**src/rtl/gf_inv_div.sv**
```systemverilog
// Sequential GF(2^8) inverse / divide over x^8+x^4+x^3+x+1.
// The inverse is a^EXP by MSB-first square-and-multiply, one exponent bit per clock.
module gf_inv_div #(
  parameter logic [7:0] POLY = 8'h1B,
  parameter logic [7:0] EXP  = 8'hFE
) (
  input  logic       clk,
  input  logic       reset,
  input  logic       in_valid,
  output logic       in_ready,
  input  logic       op,
  input  logic [7:0] num,
  input  logic [7:0] den,
  output logic       out_valid,
  input  logic       out_ready,
  output logic [7:0] result,
  output logic       busy
);

  typedef enum logic [3:0] {
    ST_IDLE = 4'b0001,
    ST_EXP  = 4'b0010,
    ST_MUL  = 4'b0100,
    ST_DONE = 4'b1000
  } state_t;

  state_t     state, state_nxt;
  logic [7:0] acc;
  logic [7:0] a_r;
  logic [7:0] n_r;
  logic       op_r;
  logic [2:0] cnt;
  logic [7:0] acc_sq;
  logic [7:0] acc_nxt;

  // Shift-and-add GF multiply; each shift is an xtime with conditional reduction.
  function automatic logic [7:0] gf_mul(input logic [7:0] x, input logic [7:0] y);
    logic [7:0] p;
    logic [7:0] t;
    p = 8'h00;
    t = x;
    for (int i = 0; i < 8; i++) begin
      if (y[i]) p = p ^ t;
      t = {t[6:0], 1'b0} ^ (t[7] ? POLY : 8'h00);
    end
    return p;
  endfunction

  always_comb begin
    acc_sq  = gf_mul(acc, acc);
    acc_nxt = EXP[cnt] ? gf_mul(acc_sq, a_r) : acc_sq;
  end

  always_ff @(posedge clk or posedge reset) begin
    if (reset) state <= ST_IDLE;
    else       state <= state_nxt;
  end

  always_comb begin
    state_nxt = state;
    case (state)
      ST_IDLE: if (in_valid)     state_nxt = ST_EXP;
      ST_EXP:  if (cnt == 3'd0)  state_nxt = op_r ? ST_MUL : ST_DONE;
      ST_MUL:                    state_nxt = ST_DONE;
      ST_DONE: if (out_ready)    state_nxt = ST_IDLE;
      default:                   state_nxt = ST_IDLE;
    endcase
  end

  always_ff @(posedge clk or posedge reset) begin
    if (reset) begin
      acc    <= 8'h00;
      a_r    <= 8'h00;
      n_r    <= 8'h00;
      op_r   <= 1'b0;
      cnt    <= 3'd0;
      result <= 8'h00;
    end else begin
      case (state)
        ST_IDLE: begin
          if (in_valid) begin
            a_r  <= den;
            n_r  <= num;
            op_r <= op;
            acc  <= 8'h01;
            cnt  <= 3'd7;
          end
        end
        ST_EXP: begin
          acc <= acc_nxt;
          cnt <= cnt - 3'd1;
          // Inverse-only results complete here; divides take one more cycle.
          if (cnt == 3'd0 && !op_r) result <= acc_nxt;
        end
        ST_MUL:  result <= gf_mul(n_r, acc);
        default: ;
      endcase
    end
  end

  assign in_ready  = (state == ST_IDLE);
  assign out_valid = (state == ST_DONE);
  assign busy      = (state == ST_EXP) || (state == ST_MUL);

endmodule

```
**config.mk**
```make
export PLATFORM = sky130hd
export DESIGN_NAME = gf_inv_div
export DESIGN_NICKNAME = d
export VERILOG_FILES = /design/src/rtl/gf_inv_div.sv
export SDC_FILE = /design/constraint.sdc
export NUM_CORES = 1
export LEC_CHECK = 0
export CORE_ASPECT_RATIO = 0.6
export CORE_MARGIN = 5
export CORE_UTILIZATION = 42
export CTS_CLUSTER_DIAMETER = 30
export CTS_CLUSTER_SIZE = 20
export DETAILED_ROUTE_END_ITERATION = 6
export DONT_BUFFER_PORTS = 1
export SLEW_MARGIN = 20
export SYNTH_ARGS = -nofsm -noshare
export SYNTH_HDL_FRONTEND = slang
export SYNTH_SLANG_ARGS = --single-unit
```
**constraint.sdc**
```tcl
create_clock -name clk -period 10 [get_ports clk]
set_input_delay 1.5 -clock clk [delete_from_list [all_inputs] [get_ports clk]]
set_output_delay 1.5 -clock clk [all_outputs]
set_load 0.005 [all_outputs]
```
Word level (Yosys, flattened, before mapping)
Memories as Yosys holds them, arrays and structs flattened.
Cells that the tools add are included.

operators by class
  magnitude comparators = 1
  muxes and demuxes = 65
  bitwise logic cells = 42
  eq/ne operators = 8
  $add $sub $neg = 1
  reductions and logical operators = 10

operator list
  kind                                                         count
  two-way mux 8 bit                                            34
  bitwise XOR 8 x 5 -> 8 bit                                   21
  bitwise XOR 8 bit                                            21
  two-way mux 5 bit                                            21
  one-hot mux 8 bit (2 select lines)                           2
  two-way mux 4 bit                                            4
  one-hot mux 4 bit (4 select lines)                           1
  != test 2 bit (second input constant)                        3
  one-hot mux 3 bit (2 select lines)                           1
  AND reduction 2 bit                                          3
  equality test 4 x 1 -> 1 bit (second input constant)         1
  equality test 4 x 2 -> 1 bit (second input constant)         1
  equality test 4 x 3 -> 1 bit (second input constant)         1
  equality test 4 bit (second input constant)                  1
  less-than comparator 3 x 4 -> 1 bit (second input constant)  1
  nonzero test 2 bit                                           2
  zero test 3 bit                                              1
  two-way mux 3 bit                                            1
  AND reduction 3 bit                                          1
  subtractor 3 x 1 -> 3 bit (second input constant)            1
  != test 2 x 1 -> 1 bit (second input constant)               1
  logical AND 1 bit                                            1
  zero test 1 bit                                              1
  logical OR 1 bit                                             1
  two-way mux 1 bit                                            1

word-level totals
  output and inout port bits = 11
  word-level logic and storage cells = 135
  memories kept = 1
  flip-flop bits (word level) = 40
  bits in read-only memories = 8

memories
  memory            depth  bits a word  read ports  clocked after Yosys merged registers in  write ports  RTL line  text
  (name not given)  8      1            1           0                                        0            51        acc_nxt = EXP[cnt] ? gf_mul(acc_sq, a_r) : acc_sq;

Depth between registers and ports, before layout
Gate-level depths: netlist of the first run.

  depth after elaboration = 35
  depth in mapped cells = 14
  depth with buffers taken out = 12

Worst setup path after synthesis of the first run
Ideal clock, no wire load.

  path kind = register to register
  start = register acc[7]
  end = register acc[2]
  arrival = 3.534 ns
  library setup time = 0.131 ns
  setup slack = 6.335 ns
  stages on the path, launching flop included = 14
  path buffers = 1
  path through = dfrtp_1 ha_1 buf_4 xnor2_1 a21oi_1 xnor2_2 xor2_2 xnor3_1 nand2_1 xnor3_1 xnor3_1 and3_4 a2111oi_4 o21ai_1

between the ends
  word-level cells in the longest chain between the ends = 33
  elaborated cells on any way between the ends = 55
  classes of those cells = mux (27); bitwise (28)

ends and longest elaborated chain
  item                                  RTL line  text
  from (decl)                           28        logic [7:0] acc;
  from (signal assigned)                90        acc <= acc_nxt;
  two-way mux 5 bit                     44        t = {t[6:0], 1'b0} ^ (t[7] ? POLY : 8'h00);
  bitwise XOR 8 x 5 -> 8 bit            44
  bitwise XOR 8 bit                     43        if (y[i]) p = p ^ t;
  two-way mux 8 bit                     43
  bitwise XOR 8 bit                     43
  two-way mux 8 bit                     43
  bitwise XOR 8 bit                     43
  two-way mux 8 bit                     43
  [... 17 more ...]                     --
  bitwise XOR 8 bit                     43
  two-way mux 8 bit                     43
  bitwise XOR 8 bit                     43
  two-way mux 8 bit                     43
  bitwise XOR 8 bit                     43
  two-way mux 8 bit                     43
  two-way mux 8 bit *                   51
  one-hot mux 8 bit (2 select lines) *  79        case (state)

Mark *: on every way between the ends. The rest lies on a longest branch, timed or not.
A chain may end at the register's enable or synchronous reset.

Worst setup path in the final report of the first run
  start = register acc[0]
  end = register acc[2]

between the ends
  word-level cells in the longest chain between the ends = 32
  elaborated cells on any way between the ends = 52
  classes of those cells = mux (24); bitwise (28)

ends and longest elaborated chain
  item                                                             RTL line
  two-way mux 8 bit or bitwise XOR 8 x 5 -> 8 bit (tied branches)  43, 44
  bitwise XOR 8 bit                                                43
  two-way mux 8 bit                                                43
  bitwise XOR 8 bit                                                43
  two-way mux 8 bit                                                43
  bitwise XOR 8 bit                                                43
  two-way mux 8 bit                                                43
  bitwise XOR 8 bit                                                43
  [... 16 more ...]                                                --
  bitwise XOR 8 bit                                                43
  two-way mux 8 bit                                                43
  bitwise XOR 8 bit                                                43
  two-way mux 8 bit                                                43
  bitwise XOR 8 bit                                                43
  two-way mux 8 bit                                                43
  two-way mux 8 bit *                                              51
  one-hot mux 8 bit (2 select lines) *                             79

Marked as above.

==> flow_summary.json, run 1 <==
{
  "status": "completed",
  "io_buffers": 0,
  "yosysUniqueCellTypes": 49,
  "syn_nets": 652,
  "vias": 4227,
  "start_util": 0.424,
  "slew_headroom": 0.327,
  "nets": 619,
  "hpwl_mm": 10.2,
  "gp_congestion": 0.954,
  "use_met3": 0.0341,
  "drive_gt1_frac": 0.0554,
  "fmax_mhz": 223,
  "critPathLaunchType": "flop",
  "cts_made_buffers": 5,
  "rsz0062_at_grt": "false",
  "post-cts-setup-buffers": 0,
  "hold_viol": 0,
  "antenna_left": 0,
  "cts_resized": 0,
  "drt_iter0_markers": 334,
  "busiest_layer": "met1",
  "synth_area_mm2": 0.00504,
  "critPathKind": "flop to flop",
  "viasPerCell": 5.55,
  "syn_avg_cell_area_um2": 8.03,
  "routedWlPerCell_um": 18.1,
  "antenna_cells": 0,
  "arrival_ns": 4.63,
  "placedCellCount": 753,
  "grt_pass1_vias": 4031,
  "drc": 0,
  "antenna_found_initial": 0,
  "async_reset_ff_frac": 1.00,
  "syn_to_final_growth_pct": 4.74,
  "drv_cap": 0,
  "drv_slew": 0,
  "fp.coreArea_mm2": 0.0119,
  "die_h_um": 94.9,
  "grt.overflow.total": 0,
  "path_cells": "buf_4 -> ha_1 -> and2b_1 -> xnor2_1 -> mux2i_1 -> xnor3_1 -> xor3_1 -> mux2_2 -> a22oi_2 -> xnor3_1 -> and3_4 -> a2111oi_4 -> o21ai_1",
  "crit_top_cell": "xnor3_1",
  "cts_max_level": 2,
  "routed_wl_mm": 13.8,
  "fin_skew_ns": 0.00302,
  "tritoncts": "built",
  "dr.pass1.iters": 5,
  "crit_family": "XOR/XNOR gates",
  "slowest_delay_ns": 0.89,
  "critPathSlowestCell": "xnor3_1",
  "num_rows": 31,
  "yosysSeqAreaShare": 0.199,
  "tns_ns": 0,
  "ys_seq_elements": 40,
  "setup_viol": 0,
  "fin_crit_ns": 4.48,
  "worst_pin_slew_ns": 1.01,
  "clock-sinks": 40,
  "critPathRequiredTime_ns": 10.15,
  "die_area_mm2": 0.0144,
  "met2_usage": 0.269,
  "clk_pin_slew_worst_paths_ns": 0.06,
  "grt_pass1_wl_mm": 22.5,
  "die_x_um": 151,
  "end_kind": "flop",
  "fin_cells": 761,
  "design_area_mm2": 0.00528,
  "cts-root-buf": "clkbuf_16",
  "hold_ws_ns": 0.498,
  "cts_buffer_depth": 2,
  "yosysWarnings": 0,
  "insertion_delay_ns": 0.28,
  "grt_max_degree": 41,
  "met1_usage": 0.334,
  "dpl-instance-area_mm2": 0.00510,
  "ys.flop_type": "dfrtp_1",
  "syn_inst": 628,
  "fin_crit_sh": 0.448,
  "synth_edf_count": 0,
  "cts_hold_buf": 0,
  "worstPathMaxFanout": 17,
  "io_pins": 32,
  "grt_usage": 0.201,
  "hp-class": "flop to flop",
  "cp_num_buf_inv": 1
}
==> worst register-to-register path: stages, from the launching register on <==
cell and delay, ns:
dfrtp_1 0.36, buf_4 0.21, ha_1 0.48, and2b_1 0.23, xnor2_1 0.13, mux2i_1 0.10
xnor3_1 0.89, xor3_1 0.42, mux2_2 0.31, a22oi_2 0.11, xnor3_1 0.45, and3_4 0.20
a2111oi_4 0.36, o21ai_1 0.10
==> through the flow <==
| stage | utilization | setup slack (ns) |
|---|---|---|
| 2_1_floorplan | - | 6.33 |
| 3_3_place_gp | 0.428 | 5.75 |
| 3_5_place_dp | 0.428 | 5.53 |
| 4_1_cts | 0.443 | 5.52 |
| 5_1_grt | 0.444 | 5.24 |
| 6_report | 0.444 | 5.52 |
==> flip-flops by register name (all words and copies together) (netlist names) <==
register / flops
op_r: 1
result: 8
acc: 8
n_r: 8
a_r: 8
state: 4
cnt: 3
==> synth_stat cells (2+ instances only) <==
cell      count  area share
xnor2_2       5       0.016
nor4b_1       3      0.0052
buf_2         5      0.0050
nand2b_1      6      0.0074
a21o_1        2      0.0030
xnor3_1      13       0.058
nor2_1       30       0.022
buf_1         7      0.0052
nor3b_1       2      0.0030
o211ai_1      2      0.0030
a211oi_1      2      0.0030
nand3b_1      3      0.0045
a22oi_1      14       0.021
mux2i_1      16       0.032
buf_4        10       0.015
xor3_1        5       0.024
nand2_1     143        0.11
o21ai_0      22       0.022
clkbuf_1     27       0.020
ha_1          3      0.0074
inv_1        10      0.0074
xor2_2        4       0.013
a22o_1        2      0.0035
xnor2_1     124        0.22
nand3_1      13       0.013
xor2_1       40       0.069
a21oi_1      33       0.033
a31oi_1       2      0.0025
o21ai_1       2      0.0020
nor2b_1       9       0.011
nor3_1        6      0.0060
o221ai_1      3      0.0052
or3_1         3      0.0037
and3_1        3      0.0037
a32oi_1       2      0.0035
dfrtp_1      39        0.19
==> layout make-up <==
type | count | area, µm²
clock buffers | 6 | 139
inverters | 10 | 37.5
clock inverters | 2 | 38.8
fillers | 1165 | 6620
well taps | 165 | 206
multi-input cells | 529 | 3790
repair buffers | 9 | 67.6
flip-flops and latches | 40 | 1000
==> layout by cell type, fill, tap and decap left out, types with 2 or more instances in the layout <==
| cell type | n |
|---|---|
| nand2_1 | 143 |
| xnor2_1 | 124 |
| xor2_1 | 40 |
| dfrtp_1 | 39 |
| a21oi_1 | 33 |
| nor2_1 | 30 |
| o21ai_0 | 22 |
| mux2i_1 | 16 |
| a22oi_1 | 14 |
| nand3_1 | 13 |
| xnor3_1 | 13 |
| inv_1 | 10 |
| nor2b_1 | 9 |
| buf_4 | 9 |
| nand2b_1 | 6 |
| nor3_1 | 6 |
| xnor2_2 | 5 |
| xor3_1 | 5 |
| clkbuf_16 | 5 |
| xor2_2 | 4 |
| nand3b_1 | 3 |
| o221ai_1 | 3 |
| or3_1 | 3 |
| and3_1 | 3 |
| ha_1 | 3 |
| nor4b_1 | 2 |
| a21o_1 | 2 |
| a211oi_1 | 2 |
| a31oi_1 | 2 |
| a32oi_1 | 2 |
| o21ai_1 | 2 |
| a22o_1 | 2 |
| nor3b_1 | 2 |
| o211ai_1 | 2 |
==> path summary, 6_finish.rpt <==
path | endpoint | start | slack [ns] | cells after the start
min in group asynchronous | n_r[1] | reset | 1.24 | 2
worst min register to register | cnt[2] | cnt[2] | 0.50 | 1
worst max register to register | acc[2] | acc[0] | 5.52 | 13
max in group asynchronous | state[0] | reset | 8.40 | 2
worst max-delay path | acc[2] | acc[0] | 5.52 | 13
worst min-delay path | cnt[2] | cnt[2] | 0.50 | 1
==> cells by family after synthesis <==
group / Yosys count / synth area share
flip-flops: 40 / 0.199
AO/OA/AOI/OAI: 92 / 0.116
multiplexers: 17 / 0.0340
buffers and inverters: 59 / 0.0526
XOR/XNOR: 191 / 0.395
AND/OR/NAND/NOR: 226 / 0.196
adder cells (fa/ha/maj): 3 / 0.00744
==> metal layers <==
metal | vias up | part of all wire
li1 | 1985 | -
met1 | 2047 | 0.52
met2 | 182 | 0.39
met3 | 13 | 0.087
met4 | 0 | 0.0064
met5 | - | 0
Power of run 1 is left out: the tool's default activity adds up to more than one toggle a clock period on the data nets, which glitch-free logic cannot reach.
==> run 2: changes to the inputs <==
==> constraint.sdc (replaced) <==
create_clock -name clk -period 4.4 [get_ports clk]
set_input_delay 0.66 -clock clk [delete_from_list [all_inputs] [get_ports clk]]
set_output_delay 0.66 -clock clk [all_outputs]
set_load 0.005 [all_outputs]
==> run 2 against run 1 <==
First-iteration DRC count grew 32%. Register-to-register slack worse by 4.9 ns. Flip-flop and latch count stayed put. Non-clock buffer count is 11 higher. Utilization grew 0.57 points. Maximum frequency is 17% higher. Final cell count increased by 1.4%. Critical path depth shrank 2. Via count up 0.52%. Critical path type unchanged. Critical endpoint unchanged. Largest cell class unchanged.
==> flow_summary.json, run 2 (same netlist as run 1, synthesis figures left out) <==
{
  "hold_ws_ns": 0.385,
  "io_buffers": 0,
  "drv_cap": 0,
  "critPathKind": "flop to flop",
  "critPathSlowestCell": "dfrtp_1",
  "io_pins": 32,
  "critPathLaunchType": "flop",
  "cts_buffer_depth": 2,
  "syn_to_final_growth_pct": 6.08,
  "arrival_ns": 3.98,
  "grt_max_degree": 41,
  "cts_resized": 0,
  "grt_pass1_wl_mm": 22.1,
  "cts_hold_buf": 0,
  "drv_slew": 0,
  "antenna_left": 0,
  "grt.overflow.total": 0,
  "clock-sinks": 40,
  "insertion_delay_ns": 0.29,
  "path_cells": "nor2b_4 -> o21ai_0 -> xor2_1 -> xnor3_1 -> xnor2_1 -> nand2_1 -> xnor3_1 -> xnor3_1 -> and3_4 -> a2111oi_4 -> o21ai_1",
  "fin_crit_ns": 3.82,
  "drive_gt1_frac": 0.0725,
  "worstPathMaxFanout": 15,
  "fin_crit_sh": 0.869,
  "layout_common_cells": "nand2_1, xnor2_1, xor2_1",
  "start_util": 0.424,
  "multi_input_area_mm2": 0.00378,
  "setup_viol": 0,
  "antenna_cells": 0,
  "tritoncts": "built",
  "worst_pin_slew_ns": 0.870,
  "vias": 4249,
  "cts_max_level": 2,
  "slowest_delay_ns": 0.70,
  "setup_ws_ns": 0.576,
  "routed_wl_mm": 14.1,
  "fin_skew_ns": 0.00623,
  "fmax_mhz": 262,
  "crit_top_cell": "xnor3_1",
  "routedWlPerCell_um": 18.2,
  "hp-class": "primary input to async pin",
  "clk_pin_slew_worst_paths_ns": 0.06,
  "hpwl_mm": 10.6,
  "fp.coreArea_mm2": 0.0119,
  "die_h_um": 94.9,
  "antenna_found_initial": 0,
  "rsz0062_at_grt": "false",
  "die_x_um": 151,
  "final_core_util": 0.449,
  "grt_pass1_vias": 3926,
  "hold_viol": 0,
  "cts_made_buffers": 5,
  "drc": 0,
  "end_kind": "flop",
  "dp_slack_ns": 0.598,
  "viasPerCell": 5.50,
  "num_rows": 31,
  "grt_usage": 0.200,
  "cts-root-buf": "clkbuf_16",
  "critPathRequiredTime_ns": 4.55,
  "gp_congestion": 0.942,
  "layout_commonest_cell": "nand2_1",
  "die_area_mm2": 0.0144,
  "nets": 630,
  "status": "completed",
  "slew_headroom": 0.418,
  "drt_iter0_markers": 441,
  "post-cts-setup-buffers": 0,
  "tns_ns": 0,
  "seqCellArea_mm2": 0.00100,
  "n_fill_cell": 1170,
  "dr.pass1.iters": 5
}
## run 2: cell count changes in the layout (fill, tap and decap cells not counted), sizes merged
cell	change
clkbuf	-1
inv	+1
clkinvlp	+1
clkinv	-1
buf	+11
## run 2: layer usage
metal / share of wire / vias to the layer above / GRT usage
met4: 0.0081 / 0 / 0.0254
met3: 0.11 / 13 / 0.0355
met2: 0.38 / 224 / 0.264
li1: - / 2002 / -
met5: 0 / - / 0
met1: 0.50 / 2010 / 0.335
## run 2: path summary, 6_finish.rpt
check	cells past startpoint	startpoint	slack [ns]	endpoint
min in group clk	1	in_valid	0.44	state[0]
min	2	reset	0.38	n_r[2]
max in group asynchronous	2	reset	3.65	state[0]
max	11	acc[3]	0.58	acc[2]
max reg2reg	11	acc[3]	0.58	acc[2]
min reg2reg	1	cnt[2]	0.49	cnt[2]
## run 2: through the flow
step	cells	area [µm²]
6_report	772	5350
5_1_grt	772	5350
4_1_cts	772	5350
3_5_place_dp	764	5180
3_3_place_gp	764	5180
2_1_floorplan	628	5040
## run 2: critical path: cells and delay by family (launching register included)
| kind | cells | cell delay, ns |
|---|---|---|
| and+or+nand+nor | 3 | 0.56 |
| AOI/OAI and AO/OA | 3 | 0.55 |
| DFF | 1 | 0.70 |
| xor gates and xnor gates | 5 | 1.86 |
## run 2: final cells by class
cell class / instances / area share
repair buffers: 20 / 0.0281
flip-flops and latches: 40 / 0.187
clock inverters: 3 / 0.00865
multi-input cells: 529 / 0.707
well taps: 165 / 0.0386
inverters: 10 / 0.00701
clock buffers: 5 / 0.0234
Power of run 2 is left out for the same reason.
